### src/rtl/hamming_pkg.sv
// Shared types, constants and helpers for the pairwise Hamming-distance engine.
package hamming_pkg;

    typedef enum logic [3:0] {
        IDLE,
        INIT,
        LDA_HI,
        LDA_LO,
        LDB_HI,
        LDB_LO,
        CMP,
        WR_MIN,
        WR_MAX,
        DONE
    } state_t;

    localparam logic [5:0] NUM_OPS   = 6'd32;
    localparam logic [5:0] LAST_I    = NUM_OPS - 6'd1;
    localparam int         OP_W      = 16;
    localparam int         MEM_DEPTH = 256;
    localparam logic [7:0] MIN_ADDR  = 8'd64;
    localparam logic [7:0] MAX_ADDR  = 8'd65;
    localparam logic [4:0] DIST_CEIL = 5'd16;

    function automatic logic [4:0] popcount16(input logic [15:0] v);
        logic [4:0] c;
        c = '0;
        for (int k = 0; k < 16; k++) begin
            c = c + {4'b0, v[k]};
        end
        return c;
    endfunction

endpackage

### src/rtl/hamming_top_level_data_mem.sv
// Byte-wide data memory: combinational read, posedge write, never cleared by reset.
module data_mem
    import hamming_pkg::*;
(
    input  logic       clk,
    input  logic [7:0] rd_addr,
    output logic [7:0] rd_data,
    input  logic       wr_en,
    input  logic [7:0] wr_addr,
    input  logic [7:0] wr_data
);

    logic [7:0] core [MEM_DEPTH];

    assign rd_data = core[rd_addr];

    always_ff @(posedge clk) begin
        if (wr_en) begin
            core[wr_addr] <= wr_data;
        end
    end

endmodule

### src/rtl/hamming_top_level.sv
// Walks every operand pair i<j, tracking min/max popcount(A^B), then writes both results.
module hamming_top_level
    import hamming_pkg::*;
(
    input  logic clk,
    input  logic rst_n,
    input  logic start,
    output logic done
);

    state_t          state_q;
    logic [5:0]      i_q, j_q;
    logic [OP_W-1:0] opA_q, opB_q;
    logic [4:0]      minDist_q, maxDist_q;
    logic            done_q;

    logic [5:0] iInc_d, jInc_d;
    logic [4:0] dist_d;
    logic [7:0] rdAddr, rdData, wrAddr, wrData;
    logic       wrEn;

    data_mem dm (
        .clk     (clk),
        .rd_addr (rdAddr),
        .rd_data (rdData),
        .wr_en   (wrEn),
        .wr_addr (wrAddr),
        .wr_data (wrData)
    );

    assign done   = done_q;
    assign iInc_d = i_q + 6'd1;
    assign jInc_d = j_q + 6'd1;
    assign dist_d = popcount16(opA_q ^ opB_q);

    always_comb begin
        rdAddr = '0;
        case (state_q)
            LDA_HI:  rdAddr = {1'b0, i_q, 1'b0};
            LDA_LO:  rdAddr = {1'b0, i_q, 1'b1};
            LDB_HI:  rdAddr = {1'b0, j_q, 1'b0};
            LDB_LO:  rdAddr = {1'b0, j_q, 1'b1};
            default: rdAddr = '0;
        endcase
    end

    // Gated by start/reset so an abort landing on a write state leaves memory untouched.
    assign wrEn   = rst_n && !start && (state_q == WR_MIN || state_q == WR_MAX);
    assign wrAddr = (state_q == WR_MAX) ? MAX_ADDR : MIN_ADDR;
    assign wrData = {3'b0, (state_q == WR_MAX) ? maxDist_q : minDist_q};

    always_ff @(posedge clk) begin
        if (!rst_n) begin
            state_q   <= IDLE;
            i_q       <= '0;
            j_q       <= '0;
            opA_q     <= '0;
            opB_q     <= '0;
            minDist_q <= '0;
            maxDist_q <= '0;
            done_q    <= 1'b0;
        end else if (start) begin
            state_q <= IDLE;
            done_q  <= 1'b0;
        end else begin
            case (state_q)
                IDLE: state_q <= INIT;
                INIT: begin
                    minDist_q <= DIST_CEIL;
                    maxDist_q <= '0;
                    i_q       <= '0;
                    j_q       <= 6'd1;
                    state_q   <= LDA_HI;
                end
                LDA_HI: begin
                    opA_q[15:8] <= rdData;
                    state_q     <= LDA_LO;
                end
                LDA_LO: begin
                    opA_q[7:0] <= rdData;
                    state_q    <= LDB_HI;
                end
                LDB_HI: begin
                    opB_q[15:8] <= rdData;
                    state_q     <= LDB_LO;
                end
                LDB_LO: begin
                    opB_q[7:0] <= rdData;
                    state_q    <= CMP;
                end
                CMP: begin
                    // Strict compares so ties keep the earlier pair's value.
                    if (dist_d < minDist_q) minDist_q <= dist_d;
                    if (dist_d > maxDist_q) maxDist_q <= dist_d;
                    if (jInc_d == NUM_OPS) begin
                        if (iInc_d == LAST_I) begin
                            state_q <= WR_MIN;
                        end else begin
                            i_q     <= iInc_d;
                            j_q     <= iInc_d + 6'd1;
                            state_q <= LDA_HI;
                        end
                    end else begin
                        j_q     <= jInc_d;
                        state_q <= LDB_HI;
                    end
                end
                WR_MIN: state_q <= WR_MAX;
                WR_MAX: begin
                    done_q  <= 1'b1;
                    state_q <= DONE;
                end
                DONE:    state_q <= DONE;
                default: state_q <= IDLE;
            endcase
        end
    end

endmodule

### config.mk
export PLATFORM = sky130hd
export DESIGN_NAME = hamming_top_level
export DESIGN_NICKNAME = d
export VERILOG_FILES = /design/src/rtl/hamming_pkg.sv /design/src/rtl/hamming_top_level_data_mem.sv /design/src/rtl/hamming_top_level.sv
export SDC_FILE = /design/constraint.sdc
export NUM_CORES = 1
export LEC_CHECK = 0
export BUFFER_PORTS_ARGS = -buffer_cell sky130_fd_sc_hd__buf_2
export CORE_UTILIZATION = 53
export DETAILED_ROUTE_END_ITERATION = 7
export GPL_ROUTABILITY_DRIVEN = 0
export PLACE_DENSITY = 0.7
export SYNTH_ARGS = -nofsm -noshare
export SYNTH_HDL_FRONTEND = slang
export SYNTH_SLANG_ARGS = --single-unit
### constraint.sdc
create_clock -name clk -period 5.86 [get_ports clk]
set_input_delay 0.293 -clock clk [delete_from_list [all_inputs] [get_ports clk]]
set_output_delay 0.293 -clock clk [all_outputs]
set_load 0.01 [all_outputs]
**After elaboration in Yosys (flattened, before gate mapping)**

Index checks and enable logic that the tools add are counted.

- Register bits after elaboration: 17
- RAM bits: 0
- Latch bits: 0
- Logic and storage cells: 38
- Bits in read-only memories: 0
- Memories: 0

- Divide/modulo/power cells: 0
- Equal/unequal tests: 14
- Bitwise logic cells: 2
- Muxes and demuxes: 9
- Shift operators: 0
- Multipliers: 0
- Reduce and logical (&&, ||, !) cells: 6
- $lt $le $gt $ge: 0
- $add $sub $neg: 3

Operators by type and width:

| operator | count |
|---|---|
| 4-bit one-hot mux with 9 select lines | 1 |
| 6-bit 2-to-1 mux | 4 |
| 6-bit one-hot mux with 2 select lines | 2 |
| 6-bit by 1-bit adder with 6-bit output, second input constant | 3 |
| 4-bit by 3-bit equality test with 1-bit output, second input constant | 4 |
| 4-bit by 2-bit equality test with 1-bit output, second input constant | 2 |
| 4-bit equality test, second input constant | 2 |
| 6-bit by 5-bit equality test with 1-bit output, second input constant | 1 |
| 6-bit equality test, second input constant | 1 |
| 4-bit by 1-bit equality test with 1-bit output, second input constant | 1 |
| 4-bit zero test | 1 |
| 4-bit 2-to-1 mux | 1 |
| 2-bit != test, second input constant | 2 |
| 4-bit AND reduction | 1 |
| 2-bit OR reduction | 2 |
| 3-bit 2-to-1 mux | 1 |
| 3-bit != test, second input constant | 1 |
| 3-bit AND reduction | 1 |
| 1-bit inverter | 2 |
| 2-bit nonzero test | 1 |

**Logic depth before layout (Yosys ltp)**

Gate-level depths: netlist (run 1).

- Depth after elaboration: 5
- Depth in mapped cells: 9
- Gate-level depth less buffers: 8

**Least setup slack after synthesis (run 1)**

No wires, ideal clock.

- Kind: register to register
- Start: register i_q[1]
- End: register j_q[2]
- Arrival time: 1950 ps
- Stages on the path, launching flop included: 9
- Required time: 5744 ps
- Setup slack: 3794 ps
- Setup time: 116 ps
- Period minus slack after synthesis: 2066 ps
- Cell sequence: dfxtp_1 ha_1 nand3_1 xor2_1 nor4_4 a31oi_2 buf_6 a21oi_1 and3b_1

- Cells in the longest elaborated chain, start to end: 5
- Elaborated cells on any way between the ends: 8

Ends and longest elaborated chain:

| what | RTL line | RTL |
|---|---|---|
| from (decl) | hamming_top_level.sv:12 | `logic [5:0] i_q, j_q;` |
| from (signal assigned) | hamming_top_level.sv:99 | `i_q <= iInc_d;` |
| 6-bit by 1-bit adder with 6-bit output (*) | hamming_top_level.sv:32 | `assign iInc_d = i_q + 6'd1;` |
| 6-bit by 1-bit adder with 6-bit output | hamming_top_level.sv:100 | `j_q <= iInc_d + 6'd1;` |
| 6-bit 2-to-1 mux | hamming_top_level.sv:96 | `if (iInc_d == LAST_I) begin` |
| 6-bit 2-to-1 mux | hamming_top_level.sv:95 | `if (jInc_d == NUM_OPS) begin` |
| 6-bit one-hot mux with 2 select lines | hamming_top_level.sv:66 | `case (state_q)` |
| to (signal assigned) | hamming_top_level.sv:100 |  |
| to (signal assigned) | hamming_top_level.sv:104 | `j_q <= jInc_d;` |
| to (decl) | hamming_top_level.sv:12 |  |

Every way passes the cells marked *; elsewhere a longest branch is shown, timed or not. The select of a mux whose other input is x is not followed.
A chain may end at the register's enable or synchronous reset.

**Worst setup path after layout (run 1)**

- Start: register i_q[0]
- End: register j_q[2]

Same word-level chain as after synthesis.

==> results of run 1 <==
[cell type report]
class / count / share of cell area (%)
clock inverter: 1 / 0.394
tap: 28 / 2.76
clock buffer: 3 / 1.77
sequential: 17 / 26.8
timing repair buffer: 3 / 1.18
multi-input combinational: 125 / 65.6
inverter: 5 / 1.48
[worst paths after layout]
path                                 to  slack, ps           startpoint
setup / recovery    j_q[2]$_SDFFE_PN0P_       3400  i_q[0]$_SDFFE_PN0P_
setup reg to reg    j_q[2]$_SDFFE_PN0P_       3400  i_q[0]$_SDFFE_PN0P_
hold reg to reg       done$_SDFFE_PP0P_        490    done$_SDFFE_PP0P_
hold / removal    state_q[3]$_SDFF_PP0_        380                start
[sequential cells by signal, indices dropped and copies added, names as in the netlist]
name and flops:
done 1, state_q 4, i_q 6, j_q 6
[per-stage QoR]
stage | util, % | hold WS [ps] | setup slack, ps | std cells
floorplan | - | 451 | 3790 | 157
global placement | 55.7 | 457 | 3520 | 178
detailed placement | 55.7 | 467 | 3440 | 178
CTS | 56.9 | 373 | 3420 | 182
global route | 56.9 | 402 | 3180 | 182
finish | 56.9 | 376 | 3400 | 182
[logic make-up (layout without fill, tap and decap cells)]
kind of cell / count (synthesis) / after routing
compound gates: 45 / 45
xor+xnor: 8 / 8
fa+ha+maj: 3 / 3
buf+inv: 15 / 12
flops: 17 / 17
mux: 4 / 4
simple gates: 65 / 65
[placed cells by master (no fill, tap or decap), drive strengths merged, types with 6 or more instances in the layout]
master  count
a21boi      6
nand3       6
a21oi       8
o21ai       9
nand2      21
nor2        9
dfxtp      17
nor2b       6
[tightest hold or removal path: stages]
cell      delay, ps
buf_2            80
nand2b_1        200
a21oi_1          60
[power groups by stage]
stage,combinational [mW],sequential (mW),clock (mW)
2_1_floorplan,0.0108,0.120,0
3_3_place_gp,0.0101,0.121,0
3_5_place_dp,0.0103,0.122,0
4_1_cts,0.0103,0.119,0.0670
5_1_grt,0.0117,0.119,0.0714
6_report,0.0102,0.119,0.0663
[cells in the mapped netlist (3+ instances only)]
cell      number
nor2_1         9
nor3_1         5
mux2i_1        4
nand2_1       20
buf_2          4
nor2b_1        6
buf_6          3
xor2_1         3
nand3_1        6
o21ai_0        6
a21oi_1        7
nand4_1        3
dfxtp_1       17
o21a_1         3
o21ai_1        3
inv_1          5
xnor2_1        5
o22ai_1        4
a21boi_0       6
a211oi_1       3
ha_1           3
[routing by layer]
layer / track usage, % / vias to the layer above / part of all wire (%)
met2: 36.4 / 10 / 47
met5: 0 / - / 0
li1: - / 560 / -
met4: 5.56 / 0 / 0.93
met1: 29.9 / 524 / 50
met3: 3.64 / 3 / 1.5
==> impl_results.md, run 1 <==
* Num CTS Buffers at 3
* Die width at 50.8 microns
* Post-Synthesis Cells at 157
* Top delay family on crit path: simple AND/OR/NAND/NOR gates
* Synth area leaders: dfxtp_1, nand2_1, a21boi_0, xnor2_1, mux2i_1
* Startpoint Class: flop
* Total grt overflow at 0
* Fin Clk Skew at 4.59 ps
* Syn nets at 163
* Crit-path slowest cell: dfxtp_1
* Layout Nets at 161
* Area growth, synth to finish at 0.694%
* Wire per inst at 13.6 microns
* Core area at 2230 sq um
* XOR/XNOR Fraction of Synth Area at 5.55%
* Vias in the first global route at 1001
* Setup Fix Bufs, Post-CTS at 0
* Hold-critical path depth at 3
* Outcome: completed
* Worst-case clock buffer depth at 2
* Max Cap Viol at 0
* WP depth at 7
* Reg power frac at between 60% and 70%
* Gate power share at under 10%
* Vias/cell at 6.03
* P_sw at 0.0491 mW
* Multiplexer area fraction after synthesis at 3.17%
* Multi-input gate area at 835 sq um
* CP endpoint kind: flop
* Initial antenna violation count at 0
* Post-DP HPWL at 1800 microns
* Leakage at 0.431 nW
* Sequential fraction of the synthesis area at 27.0%
* Clk sinks at 17
* PD cells at between 150 and 200 nW/um^2
* Min-delay worst type: input pin to flop
* Sequential cell area at about 340 sq um
* Min Clock Period, post-route at 2460 ps
* Pre-antenna DRT Iters at 4
* Post-Synthesis Mean Instance Area at slightly above 8 sq um
* Fin area at around 1300 sq um
* Ys Warns at 0
* Clk root buf: clkbuf_4
* Actual slew at the worst max-slew pin at ~560 ps
* DRC viols at 0
* Ordered cell list for the critical path: ha_1 -> nand3_1 -> xor2_1 -> nor4_4 -> a31oi_2 -> a21oi_1 -> and3b_1
* Diodes inserted at 0
* Via count at 1097
* FILL cells at about 210
* Cts hold-fix bufs at 0
* Post-cts resize count at 0
* Mapped cell area at 1260 sq um
* Layout cells sized above 1 at 9.74%
* Clk network pwr share at roughly 34%
* Initial DRC count at 18
* Cell taking the most area after synthesis: dfxtp_1
* Worst-path clk slew at around 110 ps
* CP Class: flop to flop
* # setup viols final at 0
* Post-synth EDFFs at 0
* CTS H-tree lvls at 1
* Row count at 17
* P_int at 0.146 mW
* Critical Path Max Stage Delay at 530 ps
* Netlist cell types at between 40 and 50
* Die Ht at around 51 microns
* DRT Wirelength at 2470 microns
* Max IR drop VDD at 0.000127 V
* Hold Fails Final Rpt at 0
* Adder-Cell Fraction of Synth Area at 2.97%
* Compound-cell area share of the yosys netlist at 25.9%
* Pwr Total at between 0.15 and 0.2 mW
* RSZ-0062 raised after global routing: no
* Worst-Skew Late Latency at 300 ps
* Critical path data required time at 6060 ps
* Setup TNS at 0 ps
* Share of flip-flops with an asynchronous set or reset at 0%
* F_max at approximately 410 MHz
* Initial Util at around 57%
* Largest net degree at the start of global routing at 21
* Tot GR Track Use at 22.2%
* Final ANT Viol Nets at 0
* Post-Synth Simple-Gate Area at 28.5%
* Fin crit share at 41.9%
* Die area at 2580 sq um
* Share of the synthesized area in the top cell type at 27.0%
* TritonCTS clock tree: built
* R2R depth at 7
* First-pass GRT wire length at 4410 microns
* Port Buffer Count at 3
* CP arrival at 2660 ps
* Worst Path Max Fanout at 11
* Ys flop type: dfxtp_1
* Worst slew margin at 62.4%
* Register bit total from synthesis at 17
* Ports at 4
* WP buf/inv at 0
* Slew Limit Fails at 0
* Combinational family with the most area after synthesis: simple AND/OR/NAND/NOR gates
* Switching share of power at 25.1%
* DP Area at 1240 sq um
No activity file was read; power rests on OpenSTA's default activity.
==> inputs of run 2 (changes only) <==
Settings changed: PLACE_DENSITY 0.7 to 0.72.
Clock period 5.86 ns to 2 ns, I/O delays scaled along.
==> impl_results.md, run 2 (same netlist as run 1, synthesis figures left out) <==
* Outcome: completed
* P_sw at about 0.15 mW
* Post-DP HPWL at between 2000 and 2500 microns
* DP Area at 1470 sq um
* Total grt overflow at 0
* DRC viols at 0
* Tot GR Track Use at a little over a quarter
* Fin Hold WS at 83.5 ps
* Die width at 50.8 microns
* Top delay family on crit path: compound AO/OA/AOI/OAI gates
* Hold Fails Final Rpt at 0
* Clk network pwr share at 33.2%
* Clk root buf: clkbuf_4
* Layout cells sized above 1 at 28.4%
* Fin area at 1550 sq um
* Critical path data required time at 2190 ps
* CP endpoint kind: flop
* Crit-path slowest cell: dfxtp_1
* Min Clock Period, post-route at 1950 ps
* Diodes inserted at 0
* Min-delay worst type: input pin to flop
* Max Cap Viol at 0
* Commonest non-fill, non-tap cell in the layout: buf_4
* Ordered cell list for the critical path: ha_4 -> nand3_1 -> xor2_1 -> nor4_4 -> buf_4 -> a21oi_4 -> a21boi_0 -> o22ai_1
* Port Buffer Count at 3
* Gate power share at 8.3%
* Initial Util at 56.5%
* F_max at 513 MHz
* Worst Path Max Fanout at 7
* Wire per inst at 15.0 microns
* DRT Wirelength at 3160 microns
* Reg power frac at 58.5%
* Clk sinks at 17
* TritonCTS clock tree: built
* # setup viols final at 0
* CP arrival at 2140 ps
* Switching share of power at approximately 25%
* Slew Limit Fails at 0
* Layout Nets at 190
* Worst-case clock buffer depth at 2
* Fin Clk Skew at a little under 0.9 ps
* CTS H-tree lvls at 1
* Initial antenna violation count at 0
* Commonest non-fill, non-tap cells in the layout: buf_4, nand2_1, dfxtp_1
* CP Class: flop to flop
* Area growth, synth to finish at 22.7%
* Startpoint Class: flop
* Die Ht at slightly above 50 microns
* WP buf/inv at 1
* Row count at 17
* Worst slew margin at about three quarters
* Initial DRC count at 30
* Ports at 4
* Placed Cells at 206
* First-pass GRT wire length at 5220 microns
* Vias in the first global route at ~1200
* Pre-CTS setup slack at 8.36 ps
* Core area at 2230 sq um
* Via count at roughly 1300
* Critical Path Max Stage Delay at 440 ps
* PD cells at between 300 and 400 nW/um^2
* Final ANT Viol Nets at 0
* Max IR drop VDD at 0.000265 V
* Num CTS Buffers at 3
* Leakage at 0.599 nW
* Worst setup margin at 49.5 ps
* Worst-Skew Late Latency at between 200 and 300 ps
* Pre-antenna DRT Iters at 4
* Vias/cell at 6.15
* Largest registers: i_q: 6 flops, j_q: 6 flops, state_q: 4 flops
* Fin crit share at 97.5%
* Largest net degree at the start of global routing at 17
* P_int at 0.437 mW
* Actual slew at the worst max-slew pin at 366 ps
* Die area at 2580 sq um
* Non-filler cells, final at 211
* Worst-path clk slew at around 110 ps
## run 2: cell types whose count changed in the layout (fill, tap and decap cells not counted), sizes merged
cell	before	now
buf	3	32
## run 2: final timing paths
| check | startpoint | endpoint | slack [ps] | depth (start not counted) |
|---|---|---|---|---|
| worst max register to register | i_q[1]$_SDFFE_PN0P_ | i_q[3]$_SDFFE_PN0P_ | 50 | 8 |
| worst min register to register | done$_SDFFE_PP0P_ | done$_SDFFE_PP0P_ | 480 | 2 |
| worst max-delay path | i_q[1]$_SDFFE_PN0P_ | i_q[3]$_SDFFE_PN0P_ | 50 | 8 |
| worst min-delay path | rst_n | i_q[5]$_SDFFE_PN0P_ | 80 | 2 |
## run 2: area by class of cell
class                   count  area, sq um
flip-flops and latches     17          344
multi-input cells         125          891
inverters                   5         18.8
repair buffers             32          233
fillers                   194          684
clock buffers               3         22.5
well taps                  28         35.0
clock inverters             1         5.00
## run 2: metal layers
| layer | global-route usage (%) | wire (microns) |
|---|---|---|
| met5 | 0 | 0 |
| met4 | 14.4 | 57 |
| met3 | 4.24 | 173 |
| met2 | 44.0 | 1580 |
| met1 | 33.5 | 1350 |
## run 2: timing repair
item | CTS | global route
hold buffers | 0 | 0
pin swaps | 0 | 1
setup buffers | 0 | 1
gates resized for setup | 1 | 10
setup endpoints to repair | 1 | 12
## run 2: through the flow
| stage | setup TNS (ps) | power [mW] | utilization [%] |
|---|---|---|---|
| floorplan | 0 | 0.383 | - |
| global placement | 0 | 0.395 | 65.7 |
| detailed placement | 0 | 0.397 | 65.7 |
| CTS | 0 | 0.589 | 67.3 |
| global route | -147 | 0.607 | 69.4 |
| finish | 0 | 0.585 | 69.4 |
## run 2: power by group through the flow
stage / logic [mW] / registers, mW / clock network, mW
detailed placement: 0.0459 / 0.351 / 0
global placement: 0.0442 / 0.351 / 0
CTS: 0.0466 / 0.344 / 0.199
finish: 0.0483 / 0.342 / 0.195
global route: 0.0533 / 0.343 / 0.211
floorplan: 0.0317 / 0.352 / 0
## run 2: worst reg2reg max path, cell delays in order (launching register included)
cell	delay, ps
dfxtp_1	440
ha_4	170
nand3_1	120
xor2_1	270
nor4_4	100
buf_4	160
a21oi_4	230
a21boi_0	250
o22ai_1	100
